===== src/rtl/pipeline_muldiv_ex.sv =====
`default_nettype none
// ---------------------------------------------------------------------------
// pipeline_muldiv_ex : 34-cycle iterative multiply/divide unit owning HI/LO.
// Divider is built only when MULDIV_DIV_EN is defined.
// Revision: 1.0
// ---------------------------------------------------------------------------
module pipeline_muldiv_ex #(
  parameter int CYCLES = 32
) (
  input  logic        CLK,
  input  logic        RST,
  input  logic        start,
  input  logic [1:0]  op,
  input  logic [31:0] rs_dat,
  input  logic [31:0] rt_dat,
  input  logic        flush,
  output logic        busy,
  output logic        done,
  output logic [31:0] hi,
  output logic [31:0] lo
);

  typedef enum logic [1:0] {
    S_IDLE = 2'd0,
    S_CALC = 2'd1,
    S_FIX  = 2'd2
  } state_t;

  state_t      r_state, w_next;
  logic [5:0]  r_cnt;
  logic [63:0] r_acc;
  logic [31:0] r_mcand;
  logic        r_neg_q;
  logic        r_done;
  logic [31:0] r_hi, r_lo;

  logic        w_signed, w_accept;
  logic [31:0] w_abs_a, w_abs_b;
  logic [32:0] w_sum;
  logic [63:0] w_prod_fix;
  logic [63:0] w_result;

  assign w_signed = ~op[0];
  assign w_abs_a  = (w_signed & rs_dat[31]) ? (32'd0 - rs_dat) : rs_dat;
  assign w_abs_b  = (w_signed & rt_dat[31]) ? (32'd0 - rt_dat) : rt_dat;

  // Shift-add step: upper half plus optional multiplicand, carry kept.
  assign w_sum      = {1'b0, r_acc[63:32]} + {1'b0, (r_acc[0] ? r_mcand : 32'd0)};
  assign w_prod_fix = r_neg_q ? (64'd0 - r_acc) : r_acc;

`ifdef MULDIV_DIV_EN
  logic        r_is_div;
  logic        r_neg_r;
  logic [32:0] r_rem;
  logic [33:0] w_diff;
  logic [31:0] w_q_fix, w_r_fix;

  assign w_accept = start & ~flush;
  // Top remainder bit is always 0 after a restore, so bit 33 is the borrow.
  assign w_diff   = {r_rem, r_acc[31]} - {2'b00, r_mcand};
  assign w_q_fix  = r_neg_q ? (32'd0 - r_acc[31:0]) : r_acc[31:0];
  assign w_r_fix  = r_neg_r ? (32'd0 - r_rem[31:0]) : r_rem[31:0];
  assign w_result = r_is_div ? {w_r_fix, w_q_fix} : w_prod_fix;
`else
  assign w_accept = start & ~flush & ~op[1];
  assign w_result = w_prod_fix;
`endif

  always_ff @(posedge CLK or posedge RST) begin
    if (RST) r_state <= S_IDLE;
    else     r_state <= w_next;
  end

  always_comb begin
    w_next = r_state;
    case (r_state)
      S_IDLE:  if (w_accept) w_next = S_CALC;
      S_CALC:  if (r_cnt == 6'(CYCLES - 1)) w_next = S_FIX;
      S_FIX:   w_next = S_IDLE;
      default: w_next = S_IDLE;
    endcase
    if (flush) w_next = S_IDLE;
  end

  always_ff @(posedge CLK or posedge RST) begin
    if (RST) begin
      r_cnt   <= 6'd0;
      r_acc   <= 64'd0;
      r_mcand <= 32'd0;
      r_neg_q <= 1'b0;
      r_done  <= 1'b0;
      r_hi    <= 32'd0;
      r_lo    <= 32'd0;
`ifdef MULDIV_DIV_EN
      r_is_div <= 1'b0;
      r_neg_r  <= 1'b0;
      r_rem    <= 33'd0;
`endif
    end else begin
      r_done <= (r_state == S_FIX) && !flush;
      case (r_state)
        S_IDLE: begin
          if (w_accept) begin
            r_cnt   <= 6'd0;
            r_neg_q <= w_signed & (rs_dat[31] ^ rt_dat[31]);
`ifdef MULDIV_DIV_EN
            r_is_div <= op[1];
            r_neg_r  <= w_signed & rs_dat[31];
            r_rem    <= 33'd0;
            // Divide: divisor in r_mcand, dividend shifts out of r_acc[31:0].
            r_mcand  <= op[1] ? w_abs_b : w_abs_a;
            r_acc    <= {32'd0, (op[1] ? w_abs_a : w_abs_b)};
`else
            r_mcand  <= w_abs_a;
            r_acc    <= {32'd0, w_abs_b};
`endif
          end
        end
        S_CALC: begin
          r_cnt <= r_cnt + 6'd1;
`ifdef MULDIV_DIV_EN
          if (r_is_div) begin
            r_acc[31:0] <= {r_acc[30:0], ~w_diff[33]};
            r_rem       <= w_diff[33] ? {r_rem[31:0], r_acc[31]} : w_diff[32:0];
          end else begin
            r_acc <= {w_sum, r_acc[31:1]};
          end
`else
          r_acc <= {w_sum, r_acc[31:1]};
`endif
        end
        S_FIX: begin
          if (!flush) begin
            r_hi <= w_result[63:32];
            r_lo <= w_result[31:0];
          end
        end
        default: ;
      endcase
    end
  end

  assign busy = (r_state != S_IDLE);
  assign done = r_done;
  assign hi   = r_hi;
  assign lo   = r_lo;

endmodule
`default_nettype wire


===== config.mk =====
export PLATFORM = sky130hd
export DESIGN_NAME = pipeline_muldiv_ex
export DESIGN_NICKNAME = d
export VERILOG_FILES = /design/src/rtl/pipeline_muldiv_ex.sv
export SDC_FILE = /design/constraint.sdc
export NUM_CORES = 1
export LEC_CHECK = 0
export ABC_AREA = 1
export CORE_AREA = 5 5 199 201
export CTS_BUF_LIST = sky130_fd_sc_hd__clkbuf_4 sky130_fd_sc_hd__clkbuf_8
export DETAILED_ROUTE_END_ITERATION = 6
export DIE_AREA = 0 0 204 206
export DONT_BUFFER_PORTS = 1
export GPL_TIMING_DRIVEN = 0
export PLACE_DENSITY = 0.45
export SYNTH_ARGS = -nofsm -noshare
export SYNTH_HDL_FRONTEND = slang
export SYNTH_SLANG_ARGS = --single-unit
export TNS_END_PERCENT = 10

===== constraint.sdc =====
create_clock -name CLK -period 13.41 [get_ports CLK]
set_clock_uncertainty 0.2 [all_clocks]
set_input_delay 2.682 -clock CLK [delete_from_list [all_inputs] [get_ports CLK]]
set_output_delay 2.682 -clock CLK [all_outputs]
set_load 0.005 [all_outputs]

==> results.txt <==
status: complete, no violations
TritonCTS Buffers: 17
asr flop ratio synth: 100%
slew at the pin with the worst max-slew slack: 0.782 ns
Cell Chain, Critical Path: nor2_1 -> inv_1
layout cells sized above 1: 5.80%
worst reg2reg endpoint: r_acc[63]
grt ovf: 0
ys flop type: dfrtp_1
final instance area: 14100 um2
first-pass GRT wire length: 76.2 mm
post-synthesis cell count: 2087
placer congestion estimate: 0.908
clk_lat worst skew: 0.52 ns
ranking of synthesized cells by area: dfrtp_1 (33%), nand2_1 (21%), inv_1 (8.5%), nand3_1 (7.3%), nor2_1 (6.4%)
Die Footprint: 42000 um2
area grow syn2layout: 8.42%
Crit path required time: 10.53 ns
crit path DAT: 1.21 ns
Final Setup Violations: 0
via count: 13.0k
drt wl/cell: 18.4 um
Leak: 7.55 nW
synth unique cells: 45
final wirelength: 48.4 mm
Crit path max-delay family: flip-flops
antenna cells: 0
vias per std cell: 4.93
Slew HR: 47.9%
Setup crit end: busy
Hold WS: 0.292 ns
Min-Delay Path Class: flop to flop
max-cap violation count: 0
pin count of the biggest net entering global routing: 111
largest area contributor in the netlist: dfrtp_1
min Tclk post-route: 4.09 ns
core area: 37400 um2
Post-synth EDFFs: 0
# clock sinks: 170
DRT Pass-1 Iters: 6
worst-path cell with the longest stage delay: dfrtp_1
Crit Path Max Fanout: 4
count leader, synth: nand2_1
Mapped Area: 13000 um2
detailed placer's ending HPWL: 40.1 mm
CTS Buffer Depth: 2
Routed Antenna Nets: 0
reg-to-reg startpoint: r_acc[0]
cells on worst reg2reg path: 18
startpoint types: flop
CP startpoint: r_state[0]
VDD IR max: 0.0767 mV
Post-Syn Nets: 2194
max-slew violations: 0
nets@finish: 2214
vias in the first global route: 12.8k
Critical Setup Path Class: flop to primary output
Ports: 136
Initial Utilization: 34.8%
total DRC errors in the routed layout: 0
crit-path max cell delay: 0.43 ns
Cell Area, Placed: 13700 um2
average size of a mapped cell: 6.24 um2
Port Buffers: 0
CP Capture Type: primary output
Final period util: 30.5%
Final Hold Viols: 0
std cell rows: 71
Die Width: 204 um
setup bufs post-CTS: 0
htree depth: 4
R2R setup slack: 10.16 ns
CTS tree: yes
RSZ-0062 raised after global routing: no
top cell type's share of synthesized area: 32.7%
post-synthesis sequential area ratio: 32.7%
setup TNS: 0 ns
Yosys reg bits: 170
Buf+Inv Stages, Crit Path: 1
YS warnings: 0
Clk pin slew, worst setup/hold paths: 0.11 ns
cell area power density: 185 nW/um2
DRT iter0 DRCs: 1033
DIE HEIGHT: 206 um
Highest Clock Rate: 245 MHz
all-layer global routing usage: 23.5%
CTS Root Cell: clkbuf_8
cell count along the critical path: 2
Resized cells post-CTS: 0
CTS Hold Buffers Added: 0
synth cell count leaders: nand2_1 (745), inv_1 (294), nor2_1 (221), nand3_1 (191), dfrtp_1 (170)
initial antenna violation count: 0
## report_power, final
group          switching (mW)  leakage [nW]  internal, mW  total [mW]
clock network           0.221         0.212         0.180       0.401
logic                   0.824          5.19         0.401        1.23
registers               0.268          2.15         0.712       0.980
total                    1.31          7.55          1.29        2.61
## flip-flops by register name (all words and copies together) (netlist names)
register and count:
r_neg_q 1, r_acc 64, r_state 2, hi 32
r_mcand 32, done 1, r_cnt 6, lo 32
## how the worst min path moves through the flow
stage	startpoint	to	slack [ns]	cells past startpoint
after floorplan	r_mcand[17]	r_mcand[17]	0.25	2
after global placement	r_mcand[20]	r_mcand[20]	0.27	2
after detailed placement	r_mcand[30]	r_mcand[30]	0.27	2
after CTS	r_mcand[30]	r_mcand[30]	0.30	2
after global routing	r_mcand[10]	r_mcand[10]	0.31	2
final	r_mcand[16]	r_mcand[16]	0.29	2
## tightest hold or removal path: cells and delay by family (launching register included)
kind	cells	cell delay [ns]
AOI/OAI and AO/OA	1	0.05
and+or+nand+nor	1	0.05
DFF	1	0.36
## cells in the final DEF, fill, tap and decap left out, drive strengths merged, types with 2 or more instances in the layout
master  instances
o21ai         128
a21oi          43
o221ai         11
dfrtp         170
nor2          241
nand4          32
o211ai          3
nor3           10
xnor2           4
buf            32
o31ai           2
nand3b          5
inv           304
ha             36
nand2         765
bufinv          2
a31oi           4
clkinv          8
or2             5
xor2           47
nand3         193
clkbuf         42
o21bai         10
o22ai          15
## through the flow
stage	cells	utilization, %	worst slack, ns	power, mW
floorplan	2087	-	5.92	1.78
global placement	2598	36.5	3.63	2.19
detailed placement	2599	36.6	8.90	2.21
CTS	2631	37.8	9.28	2.62
global route	2631	37.8	9.22	2.86
finish	2631	37.8	9.32	2.61
## layer usage
layer / track usage (%) / part of all wire, % / vias up
li1: - / - / 6606
met1: 34.7 / 50 / 6008
met2: 36.3 / 43 / 302
met3: 3.58 / 5.5 / 43
met4: 5.58 / 1.7 / 0
met5: 0 / 0 / -
## cells by family after synthesis
kind of cell,count (synthesis),synth area share [%]
buffers and inverters,356,10.6
xor gates and xnor gates,51,3.43
and+or+nand+nor,1252,40.1
DFF,170,32.7
adders and majority gates,37,3.61
AOI/OAI and AO/OA,221,9.58
## layout make-up
class	count	area (um2)
timing repair buffer	1	27.5
clock buffer	19	262
tap	511	639
buffer	54	249
multi-input combinational	1561	7390
inverter	302	1140
clock inverter	13	161
sequential	170	4250
fill	4213	23300
No activity file was read; power rests on OpenSTA's default activity.
==> variant (config.mk and constraints unchanged) <==
Make the reset (`RST`) synchronous in 2 clocked blocks.
--- a/src/rtl/pipeline_muldiv_ex.sv
+++ b/src/rtl/pipeline_muldiv_ex.sv
@@ -67,5 +67,5 @@
 `endif
 
-  always_ff @(posedge CLK or posedge RST) begin
+  always_ff @(posedge CLK) begin
     if (RST) r_state <= S_IDLE;
     else     r_state <= w_next;
@@ -83,5 +83,5 @@
   end
 
-  always_ff @(posedge CLK or posedge RST) begin
+  always_ff @(posedge CLK) begin
     if (RST) begin
       r_cnt   <= 6'd0;
Function: differs if RST is asserted again (counterexample within 4 cycles, from zero or initial values and one cycle with RST high); with RST held inactive, the same outputs for 10 cycles.
==> variant against the unedited design <==
Wire length rose by 11%. Final area shrank 1.7%. Area after synthesis is 1.5% lower. Sequential cell count is the same. First-iteration DRC count decreased by 2.5%. Setup slack worse by 0.58 ns. Cell count rose by 5.2%. Largest cell class unchanged.
Power is not compared: it rests on default switching activity, and its combinational part moved more than twofold at a synthesized area within 25%.
==> variant: results (changes against the unedited design) <==
{
  "track_usage": {"value": 25.3, "unit": "%", "change": "+1.8 points"},
  "max-clock-path-buffers": {"value": 2, "change": "unchanged"},
  "layout-drive-gt1-share": {"value": 3.90, "unit": "%", "change": "-1.9 points"},
  "yosysSeqAreaShare": {"value": 26.5, "unit": "%", "change": "-6.1 points"},
  "final.fill_count": {"value": 4258, "change": "+1.1%"},
  "async_flop_share": {"value": 0, "unit": "%", "change": "-100 points"},
  "synth_area_leaders": "dfxtp_1, nand2_1, inv_1",
  "synth_cell_types": {"value": 44, "change": "-2.2%"},
  "detailedPlace.worstSlack": {"value": 8.23, "unit": "ns", "change": "-0.664 ns"},
  "diodes_inserted": {"value": 0, "change": "unchanged"},
  "grt_start_max_net_pins": {"value": 17, "change": "-85%"},
  "dp_hpwl": {"value": 44200, "unit": "um", "change": "+10%"},
  "routabilityCongestion": {"value": 0.930, "change": "+2.4%"},
  "top_register": "r_acc",
  "cts_inserted_buffers": {"value": 17, "change": "unchanged"},
  "synth_top_cells_by_count": "nand2_1, inv_1, nor2_1",
  "largest_register_ffs": {"value": 64, "change": "unchanged"},
  "critPathMaxStageDelay": {"value": 0.86, "unit": "ns", "change": "+0.43 ns"},
  "htree_levels": {"value": 4, "change": "unchanged"},
  "clkSlewWorstSetupHoldPaths_ns": 0.10,
  "run_status": "complete, no violations",
  "via_count": {"value": 14000, "change": "+7.9%"},
  "first_global_vias": {"value": 13200, "change": "+2.7%"},
  "global_route_wire_length_before_repair": {"value": 80700, "unit": "um", "change": "+5.9%"},
  "yosys_warnings": {"value": 0, "change": "unchanged"},
  "worstHoldPathType": "reg2reg",
  "drc_marker_count_from_the_first_detailed_route_iteration": {"value": 1007, "change": "-2.5%"},
  "synth.net_count": {"value": 2331, "change": "+6.2%"},
  "portbufs": {"value": 0, "change": "unchanged"},
  "critPathMaxFanout": {"value": 10, "change": "+6"},
  "worst_skew_pair.late_latency_ns": 0.51,
  "wire_per_inst": {"value": 19.4, "unit": "um", "change": "+5.6%"},
  "tightestPinTransition": {"value": 1.11, "unit": "ns", "change": "+0.330 ns"},
  "data_arrival_at_the_endpoint_of_the_critical_path": {"value": 4.88, "unit": "ns", "change": "+3.67 ns"},
  "final_net_count": {"value": 2350, "change": "+6.1%"},
  "drt_pass1_iterations": {"value": 6, "change": "unchanged"},
  "cp_slowest_cell": "nor3_1"
}
[variant: worst paths after layout]
check | startpoint | end | slack, ns | cells past startpoint
worst max register to register | r_acc[0]$_SDFFE_PP0P_ | r_acc[51]$_SDFFE_PP0P_ | 10.23 | 16
worst min register to register | r_cnt[5]$_SDFFE_PP0P_ | r_cnt[5]$_SDFFE_PP0P_ | 0.27 | 2
worst min-delay path | r_cnt[5]$_SDFFE_PP0P_ | r_cnt[5]$_SDFFE_PP0P_ | 0.27 | 2
worst max-delay path | flush | hi[4]$_SDFFE_PP0P_ | 8.74 | 6
[variant: area by class of cell]
class                   instances  share of cell area (%)
multi-input cells            1619                    55.8
inverters                     359                    9.72
well taps                     511                    4.61
plain buffers                  76                    2.33
flip-flops and latches        170                    24.5
clock inverters                13                    1.14
clock buffers                  19                    1.84
[variant: through the flow]
step	std cells	util (%)	cell area, sq um
after floorplan	2224	-	12800
after global placement	2735	36.0	13500
after detailed placement	2735	36.0	13500
after CTS	2767	37.1	13900
after global routing	2767	37.1	13900
final	2767	37.1	13900
[variant: kinds of logic (layout without fill, tap and decap cells)]
kind of cell / Yosys count / count (layout) / synth area share [%]
adders and majority gates: 37 / 37 / 3.67
and+or+nand+nor: 1190 / 1190 / 38.6
buffers and inverters: 435 / 467 / 13.0
AOI/OAI and AO/OA: 361 / 361 / 16.1
DFF: 170 / 170 / 26.5
xor gates and xnor gates: 31 / 31 / 2.12
[variant: critical path: cells and delay by family]
family	cells	cell delay, ns
buffers and inverters	3	1.02
AO/OA/AOI/OAI	1	0.15
AND/OR/NAND/NOR	2	1.00
[variant: power groups by stage]
| stage | clock network, mW | logic (mW) | registers [mW] |
|---|---|---|---|
| floorplan | 0 | 0.137 | 0.531 |
| global placement | 0 | 0.199 | 0.535 |
| detailed placement | 0 | 0.200 | 0.535 |
| CTS | 0.419 | 0.201 | 0.524 |
| global route | 0.437 | 0.227 | 0.525 |
| finish | 0.409 | 0.203 | 0.524 |
[variant: routing by layer]
layer | vias to the layer above | GRT usage [%] | routed length [um]
met5 | - | 0 | 0
met2 | 460 | 39.9 | 23500
met1 | 6313 | 35.3 | 25200
li1 | 7157 | - | -
met3 | 56 | 5.65 | 3990
met4 | 0 | 6.13 | 1070
